## src/rtl/acc_pkg.sv

```systemverilog
// Shared types for the accelerator tile fetch path: controller states and
// the output FIFO capacity that drives the read credit check.
package acc_pkg;

  typedef enum logic [1:0] {
    IDLE  = 2'd0,
    FETCH = 2'd1,
    DRAIN = 2'd2,
    DONE  = 2'd3
  } fetch_state_e;

  localparam int unsigned FifoDepth = 2;

endpackage

```

## src/rtl/stream_fifo2.sv

```systemverilog
// Two-entry FIFO buffering RAM read data (plus row/tile flags) ahead of the
// output stream; the head entry stays stable until it is popped.
module stream_fifo2 #(
  parameter int unsigned WIDTH = 10
) (
  input  logic             clk,
  input  logic             rst,
  input  logic             i_push,
  input  logic [WIDTH-1:0] i_data,
  input  logic             i_pop,
  output logic             o_valid,
  output logic [WIDTH-1:0] o_data,
  output logic [1:0]       o_count
);

  logic [WIDTH-1:0] r_mem [2];
  logic             r_wptr;
  logic             r_rptr;
  logic [1:0]       r_count;
  logic             w_pop;

  assign w_pop = i_pop && (r_count != 2'd0);

  always_ff @(posedge clk) begin
    if (rst) begin
      r_wptr  <= 1'b0;
      r_rptr  <= 1'b0;
      r_count <= 2'd0;
    end else begin
      if (i_push) r_wptr <= ~r_wptr;
      if (w_pop)  r_rptr <= ~r_rptr;
      case ({i_push, w_pop})
        2'b10:   r_count <= r_count + 2'd1;
        2'b01:   r_count <= r_count - 2'd1;
        default: r_count <= r_count;
      endcase
    end
  end

  // Storage is data-only and needs no reset; validity lives in r_count.
  always_ff @(posedge clk) begin
    if (i_push) r_mem[r_wptr] <= i_data;
  end

  assign o_valid = (r_count != 2'd0);
  assign o_data  = r_mem[r_rptr];
  assign o_count = r_count;

endmodule

```

## src/rtl/tile_fetch_ctrl.sv

```systemverilog
// Walks a rows x cols tile of the buffer RAM in row-major order with a row
// stride, streaming each word out with end-of-row and end-of-tile flags.
module tile_fetch_ctrl
  import acc_pkg::*;
#(
  parameter int WIDTH      = 8,
  parameter int DEPTH      = 1024,
  parameter int ADDR_WIDTH = $clog2(DEPTH),
  parameter int DIM_WIDTH  = 8
) (
  input  logic                  clk,
  input  logic                  rst,
  input  logic                  start,
  input  logic [ADDR_WIDTH-1:0] cfg_base,
  input  logic [DIM_WIDTH-1:0]  cfg_rows,
  input  logic [DIM_WIDTH-1:0]  cfg_cols,
  input  logic [ADDR_WIDTH-1:0] cfg_stride,
  output logic                  busy,
  output logic                  done,
  output logic [ADDR_WIDTH-1:0] mem_addr_b,
  input  logic [WIDTH-1:0]      mem_dout_b,
  output logic                  out_valid,
  input  logic                  out_ready,
  output logic [WIDTH-1:0]      out_data,
  output logic                  out_eor,
  output logic                  out_last
);

  localparam logic [DIM_WIDTH-1:0]  DimOne  = DIM_WIDTH'(1);
  localparam logic [ADDR_WIDTH-1:0] AddrOne = ADDR_WIDTH'(1);
  localparam logic [ADDR_WIDTH:0]   DepthW  = (ADDR_WIDTH + 1)'(DEPTH);

  fetch_state_e r_state, w_state_next;

  logic [ADDR_WIDTH-1:0] r_addr;
  logic [ADDR_WIDTH-1:0] r_row_base;
  logic [ADDR_WIDTH-1:0] r_stride;
  logic [DIM_WIDTH-1:0]  r_rows;
  logic [DIM_WIDTH-1:0]  r_cols;
  logic [DIM_WIDTH-1:0]  r_row;
  logic [DIM_WIDTH-1:0]  r_col;
  logic                  r_if_valid;
  logic                  r_if_eor;
  logic                  r_if_last;

  logic                  w_accept;
  logic                  w_empty_tile;
  logic                  w_pop;
  logic                  w_issue;
  logic                  w_last_col;
  logic                  w_last_row;
  logic [2:0]            w_credit;
  logic [1:0]            w_fifo_count;
  logic                  w_fifo_valid;
  logic [WIDTH+1:0]      w_head;
  logic [ADDR_WIDTH-1:0] w_next_row_base;

  // Modular add for operands below DEPTH; avoids relying on a power-of-two DEPTH.
  function automatic logic [ADDR_WIDTH-1:0] wrap_add(input logic [ADDR_WIDTH-1:0] a,
                                                     input logic [ADDR_WIDTH-1:0] b);
    logic [ADDR_WIDTH:0] s;
    s = {1'b0, a} + {1'b0, b};
    if (s >= DepthW) s = s - DepthW;
    return s[ADDR_WIDTH-1:0];
  endfunction

  assign w_accept        = (r_state == IDLE) && start;
  assign w_empty_tile    = (cfg_rows == '0) || (cfg_cols == '0);
  assign w_pop           = w_fifo_valid && out_ready;
  assign w_last_col      = (r_col == (r_cols - DimOne));
  assign w_last_row      = (r_row == (r_rows - DimOne));
  assign w_next_row_base = wrap_add(r_row_base, r_stride);

  // Count the word already in flight and credit back a pop happening this cycle.
  assign w_credit = {1'b0, w_fifo_count} + {2'b0, r_if_valid} - {2'b0, w_pop};
  assign w_issue  = (r_state == FETCH) && (w_credit < 3'(FifoDepth));

  always_comb begin
    w_state_next = r_state;
    case (r_state)
      IDLE: begin
        if (start) w_state_next = w_empty_tile ? DONE : FETCH;
      end
      FETCH: begin
        if (w_issue && w_last_col && w_last_row) w_state_next = DRAIN;
      end
      DRAIN: begin
        if (w_pop && out_last) w_state_next = DONE;
      end
      DONE:    w_state_next = IDLE;
      default: w_state_next = IDLE;
    endcase
  end

  always_ff @(posedge clk) begin
    if (rst) begin
      r_state    <= IDLE;
      r_addr     <= '0;
      r_row_base <= '0;
      r_stride   <= '0;
      r_rows     <= '0;
      r_cols     <= '0;
      r_row      <= '0;
      r_col      <= '0;
      r_if_valid <= 1'b0;
      r_if_eor   <= 1'b0;
      r_if_last  <= 1'b0;
    end else begin
      r_state    <= w_state_next;
      r_if_valid <= w_issue;
      r_if_eor   <= w_issue && w_last_col;
      r_if_last  <= w_issue && w_last_col && w_last_row;
      if (w_accept) begin
        r_rows     <= cfg_rows;
        r_cols     <= cfg_cols;
        r_stride   <= cfg_stride;
        r_row_base <= cfg_base;
        r_row      <= '0;
        r_col      <= '0;
        if (!w_empty_tile) r_addr <= cfg_base;
      end else if (w_issue) begin
        if (w_last_col) begin
          r_col      <= '0;
          r_row      <= r_row + DimOne;
          r_row_base <= w_next_row_base;
          r_addr     <= w_next_row_base;
        end else begin
          r_col  <= r_col + DimOne;
          r_addr <= wrap_add(r_addr, AddrOne);
        end
      end
    end
  end

  stream_fifo2 #(
    .WIDTH (WIDTH + 2)
  ) u_fifo (
    .clk     (clk),
    .rst     (rst),
    .i_push  (r_if_valid),
    .i_data  ({r_if_last, r_if_eor, mem_dout_b}),
    .i_pop   (w_pop),
    .o_valid (w_fifo_valid),
    .o_data  (w_head),
    .o_count (w_fifo_count)
  );

  assign busy       = (r_state != IDLE);
  assign done       = (r_state == DONE);
  assign mem_addr_b = r_addr;
  assign out_valid  = w_fifo_valid;
  assign out_data   = w_head[WIDTH-1:0];
  assign out_eor    = w_fifo_valid && w_head[WIDTH];
  assign out_last   = w_fifo_valid && w_head[WIDTH+1];

endmodule

```

## config.mk

```make
export PLATFORM = sky130hd
export DESIGN_NAME = tile_fetch_ctrl
export DESIGN_NICKNAME = d
export VERILOG_FILES = /design/src/rtl/acc_pkg.sv /design/src/rtl/stream_fifo2.sv /design/src/rtl/tile_fetch_ctrl.sv
export SDC_FILE = /design/constraint.sdc
export NUM_CORES = 1
export LEC_CHECK = 0
export ABC_AREA = 1
export ABC_CLOCK_PERIOD_IN_PS = 7660
export CAP_MARGIN = 20
export CORE_ASPECT_RATIO = 0.75
export CORE_MARGIN = 5
export CORE_UTILIZATION = 41
export DETAILED_ROUTE_END_ITERATION = 6
export DONT_BUFFER_PORTS = 1
export PLACE_DENSITY = 0.55
export SETUP_SLACK_MARGIN = 0.3
export SYNTH_ARGS = -nofsm -noshare
export SYNTH_HDL_FRONTEND = slang
export SYNTH_HIERARCHICAL = 1
export SYNTH_SLANG_ARGS = --single-unit
```

## constraint.sdc

```tcl
create_clock -name clk -period 7.66 [get_ports clk]
set_clock_uncertainty 0.15 [all_clocks]
set_input_delay 2.298 -clock clk [delete_from_list [all_inputs] [get_ports clk]]
set_output_delay 2.298 -clock clk [all_outputs]
set_load 0.02 [all_outputs]
```

Word-level counts from Yosys, hierarchy flattened
Memories as Yosys holds them, arrays and structs flattened. A register that Yosys moved wholly into a read port is not among the register bits.
Cells that the tools add are included.
{"block": "word_totals", "ff_bits": 71, "ramBits": 20, "out_inout_bits": 23, "n_memories": 1}
{"memory": "u_fifo.r_mem", "words": 2, "word_bits": 10, "read_ports": 1, "rd_ports_with_merged_regs": 1, "write_ports": 1, "line": "stream_fifo2.sv:16", "text": "logic [WIDTH-1:0] r_mem [2];"}
{"block": "classes", "addsub": 12, "n_lt_le_gt_ge": 3, "n_eq_ne": 11, "muxes": 20, "bitwise": 2, "n_reduce_logical": 23}
{"operator": "$mux W10", "n": 9}
{"operator": "$ge A11 B11 Y1 const B", "n": 2}
{"operator": "$sub A10 B1 Y10 const B", "n": 2}
{"operator": "$add A8 B1 Y8 const B", "n": 2}
{"operator": "$eq A8 B8 Y1", "n": 2}
{"operator": "$logic_not A8 Y1", "n": 2}
{"operator": "$sub A8 B1 Y8 const B", "n": 2}
{"operator": "$add A10 B1 Y11 const B", "n": 1}
{"operator": "$add A10 B10 Y11", "n": 1}
{"operator": "$reduce_bool A2 Y1", "n": 5}
{"operator": "$logic_and A1 B1 Y1", "n": 9}
{"operator": "$mux W2", "n": 4}
{"operator": "$mux W8", "n": 1}
{"operator": "$pmux W2 S4", "n": 1}
{"operator": "$eq A2 B2 Y1 const B", "n": 3}
{"operator": "$ne A2 B2 Y1 const B", "n": 3}
{"operator": "$reduce_and A2 Y1", "n": 3}
{"operator": "$eq A2 B1 Y1 const B", "n": 2}
{"operator": "$mux W1", "n": 4}
{"operator": "$pmux W2 S2", "n": 1}
{"operator": "$add A2 B1 Y3", "n": 1}
{"operator": "$lt A3 B2 Y1 const B", "n": 1}
{"operator": "$reduce_and A3 Y1", "n": 1}
{"operator": "$sub A3 B1 Y3", "n": 1}
{"operator": "other kinds (7)", "n": 8}

Depth between registers and ports, before layout
Gate-level depths: netlist of run 1.
{"block": "logic_depth", "ltp_word": 9, "ltp_mapped": 18, "mapped_depth_nobuf": 18}

Hierarchy
The synthesis of run 1 kept the hierarchy.
{"mod": "tile_fetch_ctrl", "instances": 1, "cells_each": 619, "area_per_inst_um2": 4221.5, "seq_area_each_um2": 1341.3}
{"mod": "stream_fifo2", "instances": 1, "cells_each": 67, "area_per_inst_um2": 983.4, "seq_area_each_um2": 700.7}

Worst setup path after synthesis of run 1
OpenSTA, ideal clock, no wires.
{"block": "synth_timing", "kind": "input to register", "start": "in out_ready", "end": "reg r_addr[1], in the netlist mem_addr_b[1]", "setup_time_ps": 70, "arrival_ps": 4340, "required_time_ps": 7440, "path_slack_ps": 3101, "path_stages": 15, "path_buffers": 1, "cell_sequence": "nand2_1 inv_1 ha_1 inv_1 nand2_1 fa_1 nand2_1 a21oi_1 nand2_2 inv_1 nand2_1 nand2_1 buf_2 o21ai_0 a21oi_1"}
{"block": "synth_via", "elab_chain_len": 6}
{"item": "start: declaration", "line": "tile_fetch_ctrl.sv:23", "text": "input logic out_ready,"}
{"item": "$logic_and A1 B1 Y1", "line": "tile_fetch_ctrl.sv:69", "text": "assign w_pop = w_fifo_valid && out_ready;"}
{"item": "net w_pop", "line": "tile_fetch_ctrl.sv:48", "text": "logic w_pop;"}
{"item": "$sub A3 B1 Y3", "line": "tile_fetch_ctrl.sv:75", "text": "assign w_credit = {1'b0, w_fifo_count} + {2'b0, r_if_valid} - {2'b0, w_pop};"}
{"item": "$lt A3 B2 Y1", "line": "tile_fetch_ctrl.sv:76", "text": "assign w_issue = (r_state == FETCH) && (w_credit < 3'(FifoDepth));"}
{"item": "$logic_and A1 B1 Y1", "line": "tile_fetch_ctrl.sv:76"}
{"item": "$reduce_bool A2 Y1 (no line)"}
{"item": "$reduce_and A2 Y1 (no line)"}
{"item": "end signal: assignment", "line": "tile_fetch_ctrl.sv:120", "text": "if (!w_empty_tile) r_addr <= cfg_base;"}
{"item": "end signal: assignment", "line": "tile_fetch_ctrl.sv:126", "text": "r_addr <= w_next_row_base;"}
{"item": "end signal: assignment", "line": "tile_fetch_ctrl.sv:129", "text": "r_addr <= wrap_add(r_addr, AddrOne);"}
{"item": "end: declaration", "line": "tile_fetch_ctrl.sv:35", "text": "logic [ADDR_WIDTH-1:0] r_addr;"}
The timed path passes the listed nets, and every way through them passes these cells.
A chain may end at the register's enable or synchronous reset.

Final worst setup path of run 1
{"block": "layout_timing", "start": "in out_ready", "end": "reg r_addr[5], in the netlist mem_addr_b[5]"}
Same word-level chain as after synthesis.

==> results.toml, run 1 <==
[status]
status = "completed"

[drt]
detail-route-antenna-nets = 0
drt_first_pass_iters = 4
via_count = 4340
drc = 0
wirelength_um = 12600
detail_route.iter0.violations = 319
vias_per_cell = 5.09
wl_per_cell_um = 14.8

[yosys]
async_flop_share = 0
synth_edf_count = 20
synth-simple-area-share = 0.259
synth_nets = 757
ys.flop_type = "dfxtp_1"
synth_top_area_cell = "dfxtp_1"
synth.most_common_cell = "nand2_1"
synth_compound_area_frac = 0.143
avgSynthCellArea_um2 = 7.59
ys_ff_latch = 92
synth_xor_area_frac = 0.0522
yosys_warnings = 6
yosys-top-cells-count = "nand2_1, nor2_1, dfxtp_1, inv_1, o21ai_0"
ys_top_cells_by_area = "dfxtp_1, edfxtp_1, nand2_1"
yosysUniqueCellTypes = 42
synthesis.instances = 686
synth.area.mux_share = 0.0216
ys_seq_area_frac = 0.392
synth_top_area_frac = 0.277
synth_top_family_by_area = "simple AND/OR/NAND/NOR gates"
synthesis.area_um2 = 5200
synthAdderAreaFrac = 0.0582

[die]
coreArea_um2 = 12300
dieWidth_um = 140
die_h_um = 108
num_rows = 35
start_util = 0.421
die_area_um2 = 15100
ios = 71

[worst_setup_path]
slowest_delay_ns = 0.48
cp.arrival_ns = 4.79
crit_type = "in -> reg"
cp.required_ns = 7.78
path_common_cell = "nand2_1"
worstPathCellList = "nand2_1 -> inv_1 -> ha_1 -> inv_1 -> nand2_1 -> fa_1 -> nand2_1 -> a21oi_1 -> nand2_2 -> inv_1 -> nand2_1 -> nand2_1 -> o21ai_0 -> a21oi_1"
critPathCaptureType = "flip-flop"
cp-start-kind = "input port"
cpMaxStageDelayCell = "fa_1"
path_max_fanout = 13

[cts]
postCtsSetupBuffers = 0
post_cts_resized = 0
clkTransAtPathRegs_ns = 0.07
cts.sinks = 92
clock_path_buffers = 2
cts_root_buffer = "clkbuf_16"
worstSkewPairLatency_ns = 0.34
ctsHoldBuffers = 0
cts_tree = "built"
numCtsBuffers = 9
htreeDepth = 3

[flow_run]
drv_cap = 0

[global_routing]
grt_max_degree = 59
overflow = 0
grt_pass1_vias = 4219
grt_first_pass_wirelength_um = 21100
antenna_found_initial = 0
grt.total_usage = 0.173

[power_and_ir_drop]
power_frac_comb = 0.387
vdd_drop_max_mv = 0.119
clock_power_share = 0.246
leakage_nw = 2.41
power_density_nw_per_um2 = 346
p_sw_frac = 0.412
pwr-share-seq = 0.367
power_switching_mw = 0.817
p_int_mw = 1.16
finalPower_mw = 1.98

[placement]
dp_hpwl_um = 9600
place.gp.congestion = 0.874
dp.cells = 836
port_buffers = 0

[cells_and_area]
area_growth_pct = 9.90
fin_nets = 753
diodes = 0
layout.cells.non_filler = 853
drive_above_1_share = 0.0946

[timing]
slew_headroom = 0.398
fin_crit_ns = 4.67
timing.fmax_ghz = 0.214
tightest_slew_ns = 0.900
period_share = 0.610
setup_viol = 0
setup_tns_ns = 0
hold_viol = 0
slew_violations = 0
rsz0062_at_grt = "no"

[min_path]
holdCritPathClass = "reg -> reg"
-- critical path, delay by kind of cell --
kind / cells / cell delay, ns
compound gates: 3 / 0.45
fa+ha+maj: 2 / 0.77
buf+inv: 3 / 0.33
simple gates: 6 / 0.94
-- routing by layer --
layer	share of wire	vias up	track usage	routed length (um)
met5	0	-	0	0
met4	0.012	0	0.0422	155
met3	0.060	13	0.0413	754
met2	0.41	87	0.258	5240
met1	0.51	1980	0.251	6490
li1	-	2260	-	-
-- cells in the final DEF, fill, tap and decap left out, types with 2 or more instances in the layout --
| cell type | synthesis | routed |
|---|---|---|
| buf_16 | 0 | 2 |
| ha_1 | 21 | 21 |
| a21oi_1 | 38 | 38 |
| inv_1 | 69 | 69 |
| xor2_1 | 18 | 18 |
| dfxtp_1 | 72 | 72 |
| mux2_2 | 10 | 10 |
| xnor2_1 | 13 | 13 |
| and3_1 | 3 | 3 |
| a21boi_0 | 7 | 7 |
| nand4_1 | 9 | 9 |
| inv_2 | 6 | 6 |
| nor2_4 | 2 | 2 |
| o21ai_1 | 3 | 3 |
| fa_1 | 2 | 2 |
| nor2_1 | 84 | 84 |
| nand2_4 | 4 | 4 |
| edfxtp_1 | 20 | 20 |
| nand2_1 | 134 | 133 |
| a21oi_2 | 7 | 7 |
| clkbuf_16 | 0 | 9 |
| o21ai_2 | 3 | 3 |
| nor3_1 | 9 | 9 |
| nand3_1 | 40 | 40 |
| nor2_2 | 5 | 5 |
| nand2_2 | 4 | 5 |
| nor4_1 | 4 | 4 |
| a31oi_1 | 6 | 6 |
| clkinv_4 | 1 | 3 |
| o21ai_0 | 57 | 57 |
| o211ai_1 | 8 | 8 |
| bufinv_16 | 0 | 2 |
-- cell families (layout without fill, tap and decap cells) --
logic type	Yosys count	after routing
compound gates	131	131
xor+xnor	31	31
fa+ha+maj	23	23
buf+inv	96	97
flops	92	92
mux	10	10
simple gates	303	303
-- final cells by class --
type                    instances  area, um2
clock inverters                 5       85.1
inverters                      78        300
flip-flops and latches         92       2040
fillers                      1279       6630
multi-input cells             498       2780
well taps                     166        208
repair buffers                  3       62.6
clock buffers                  11        243
-- metrics by stage --
stage	utilization	area, um2	hold slack [ns]	setup WS (ns)
3_3_place_gp	0.432	5340	0.262	2.76
2_1_floorplan	-	5200	0.254	3.10
5_1_grt	0.463	5720	0.294	2.70
4_1_cts	0.461	5690	0.286	3.03
6_report	0.463	5720	0.282	2.99
3_5_place_dp	0.434	5370	0.270	2.67
-- worst paths after layout --
check	slack, ns	cells after the start	from	endpoint
worst min register to register	0.28	0	r_if_last$_SDFF_PP0_	u_fifo/r_mem[1][9]$_DFFE_PP_
worst max register to register	4.25	16	u_fifo/o_count[1]$_SDFFE_PP0P_	mem_addr_b[5]$_SDFFE_PP0P_
worst min-delay path	0.28	0	r_if_last$_SDFF_PP0_	u_fifo/r_mem[1][9]$_DFFE_PP_
worst max-delay path	2.99	14	out_ready	mem_addr_b[5]$_SDFFE_PP0P_
-- power groups by stage --
stage | combinational (mW) | sequential (mW) | clock [mW]
after floorplan | 0.607 | 0.709 | 0
after global placement | 0.733 | 0.738 | 0
after detailed placement | 0.752 | 0.739 | 0
after CTS | 0.756 | 0.729 | 0.504
after global routing | 0.878 | 0.742 | 0.520
final | 0.766 | 0.728 | 0.488
-- state kept, by name, indices dropped and copies added, names as in the netlist, 8 cells and up, named ones only --
name          flops
r_col             8
u_fifo/r_mem     20
r_row             8
r_stride         10
r_row_base       10
r_rows            8
r_cols            8
mem_addr_b       10
(Power assumes the default switching activity.)
==> run 2: changes to the inputs <==
- ABC_CLOCK_PERIOD_IN_PS: 7660 -> 4500
- clock period: 7.66 -> 4.5 ns (I/O delays scaled with it)
==> results.toml, run 2 (synthesized netlist as in run 1, its figures left out) <==
[die]
die_area_um2 = 15100
ios = 71
coreArea_um2 = 12300
die_h_um = 108
dieWidth_um = 140
num_rows = 35
start_util = 0.421

[cts]
ctsHoldBuffers = 0
cts.sinks = 92
clock_path_buffers = 2
cts_tree = "built"
clkTransAtPathRegs_ns = 0.07
postCtsSetupBuffers = 0
cts_root_buffer = "clkbuf_16"
worstSkewPairLatency_ns = 0.34
numCtsBuffers = 9
htreeDepth = 3
post_cts_resized = 0

[power_and_ir_drop]
power_density_nw_per_um2 = 571
pwr-share-seq = 0.386
power_switching_mw = 1.38
leakage_nw = 2.38
vdd_drop_max_mv = 0.205
clock_power_share = 0.215
p_sw_frac = 0.428
finalPower_mw = 3.22
power_frac_comb = 0.399
p_int_mw = 1.84

[global_routing]
grt.total_usage = 0.172
antenna_found_initial = 0
grt_pass1_vias = 4207
grt_use_met2 = 0.257
grt_use_met1 = 0.250
grt_first_pass_wirelength_um = 21000
top_usage_layer = "met2"
grt_util_met3 = 0.0475
overflow = 0
grt_max_degree = 58

[timing]
slew_headroom = 0.401
timing.fmax_ghz = 0.268
period_share = 0.829
setup_viol = 0
rsz0062_at_grt = "no"
slew_violations = 0
hold_viol = 0
fin_crit_ns = 3.73
setup_tns_ns = 0
tightest_slew_ns = 0.895

[cells_and_area]
regMostFlops = "u_fifo/r_mem"
mostFrequentLayoutCells = "nand2_1, nor2_1, dfxtp_1"
drive_above_1_share = 0.0932
area_growth_pct = 8.39
fin_nets = 753
final_common_cell = "nand2_1"
diodes = 0
largest_reg_flops = 20
fillCellCount = 1274

[worst_setup_path]
r2r_slack_ns = 1.09
cp-start-kind = "input port"
cp.required_ns = 4.62
cp.arrival_ns = 3.85
crit_type = "in -> reg"
slowest_delay_ns = 0.48
worstPathCellList = "nand2_1 -> inv_1 -> ha_1 -> inv_1 -> nand2_1 -> fa_1 -> nand2_1 -> a21oi_1 -> nand2_2 -> inv_1 -> nand2_1 -> nand2_1 -> o21ai_0 -> a31oi_1"
path_common_cell = "nand2_1"
cpMaxStageDelayCell = "fa_1"
path_max_fanout = 13
critPathCaptureType = "flip-flop"

[drt]
wl_per_cell_um = 14.7
wirelength_um = 12600
via_count = 4373
drt_first_pass_iters = 4
detail_route.iter0.violations = 292
detail-route-antenna-nets = 0
vias_per_cell = 5.13
drc = 0

[placement]
dp_hpwl_um = 9640
place.gp.congestion = 0.833
port_buffers = 0

[flow_run]
drv_cap = 0

[min_path]
holdCritPathClass = "reg -> reg"

[status]
status = "completed"
run 2: cell types whose count changed in the layout (fill, tap and decap cells not counted):
cell,before,now
buf_16,2,1
clkinv_1,1,2
bufinv_16,2,0
clkinv_2,0,2
inv_6,0,1
clkbuf_8,1,0
buf_4,1,2
clkinvlp_4,1,0
run 2: final cells by class:
class / count / area [um2] / area share
Multi-Input combinational cell: 498 / 2780 / 0.493
Sequential cell: 92 / 2040 / 0.362
Inverter: 78 / 300 / 0.0532
Clock buffer: 10 / 229 / 0.0406
Tap cell: 166 / 208 / 0.0368
Timing Repair Buffer: 3 / 42.5 / 0.00754
Clock inverter: 6 / 40.0 / 0.00710
run 2: power groups by stage:
stage | clock network [mW] | logic [mW] | registers [mW]
detailed placement | 0 | 1.28 | 1.26
finish | 0.691 | 1.28 | 1.24
global route | 0.754 | 1.47 | 1.27
CTS | 0.720 | 1.29 | 1.24
floorplan | 0 | 1.03 | 1.21
global placement | 0 | 1.25 | 1.26
run 2: path summary, 6_finish.rpt:
| path | to | startpoint | depth (start not counted) |
|---|---|---|---|
| worst max-delay path | mem_addr_b[0]$_SDFFE_PP0P_ | out_ready | 14 |
| worst min-delay path | u_fifo/r_mem[1][9]$_DFFE_PP_ | r_if_last$_SDFF_PP0_ | 0 |
| worst min register to register | u_fifo/r_mem[1][9]$_DFFE_PP_ | r_if_last$_SDFF_PP0_ | 0 |
| worst max register to register | mem_addr_b[0]$_SDFFE_PP0P_ | u_fifo/o_count[1]$_SDFFE_PP0P_ | 16 |
run 2: metal layers:
metal | share of wire | up-vias
met3 | 0.045 | 4
met4 | 0.0058 | 0
met5 | 0 | -
met2 | 0.43 | 74
met1 | 0.52 | 2038
li1 | - | 2257
run 2: per-stage QoR:
step	instances	hold slack [ns]	instance area, um2	utilization	worst slack, ns
detailed placement	837	0.271	5370	0.435	0.444
CTS	853	0.288	5640	0.457	0.794
floorplan	686	0.254	5200	-	0.889
global route	853	0.310	5640	0.457	0.492
finish	853	0.286	5640	0.457	0.769
global placement	836	0.263	5350	0.433	0.503
run 2: critical path, delay by kind of cell:
family / cells / cell delay (ns)
AND/OR/NAND/NOR: 6 / 0.94
buffers and inverters: 3 / 0.33
AO/OA/AOI/OAI: 3 / 0.44
adder cells (fa/ha/maj): 2 / 0.77
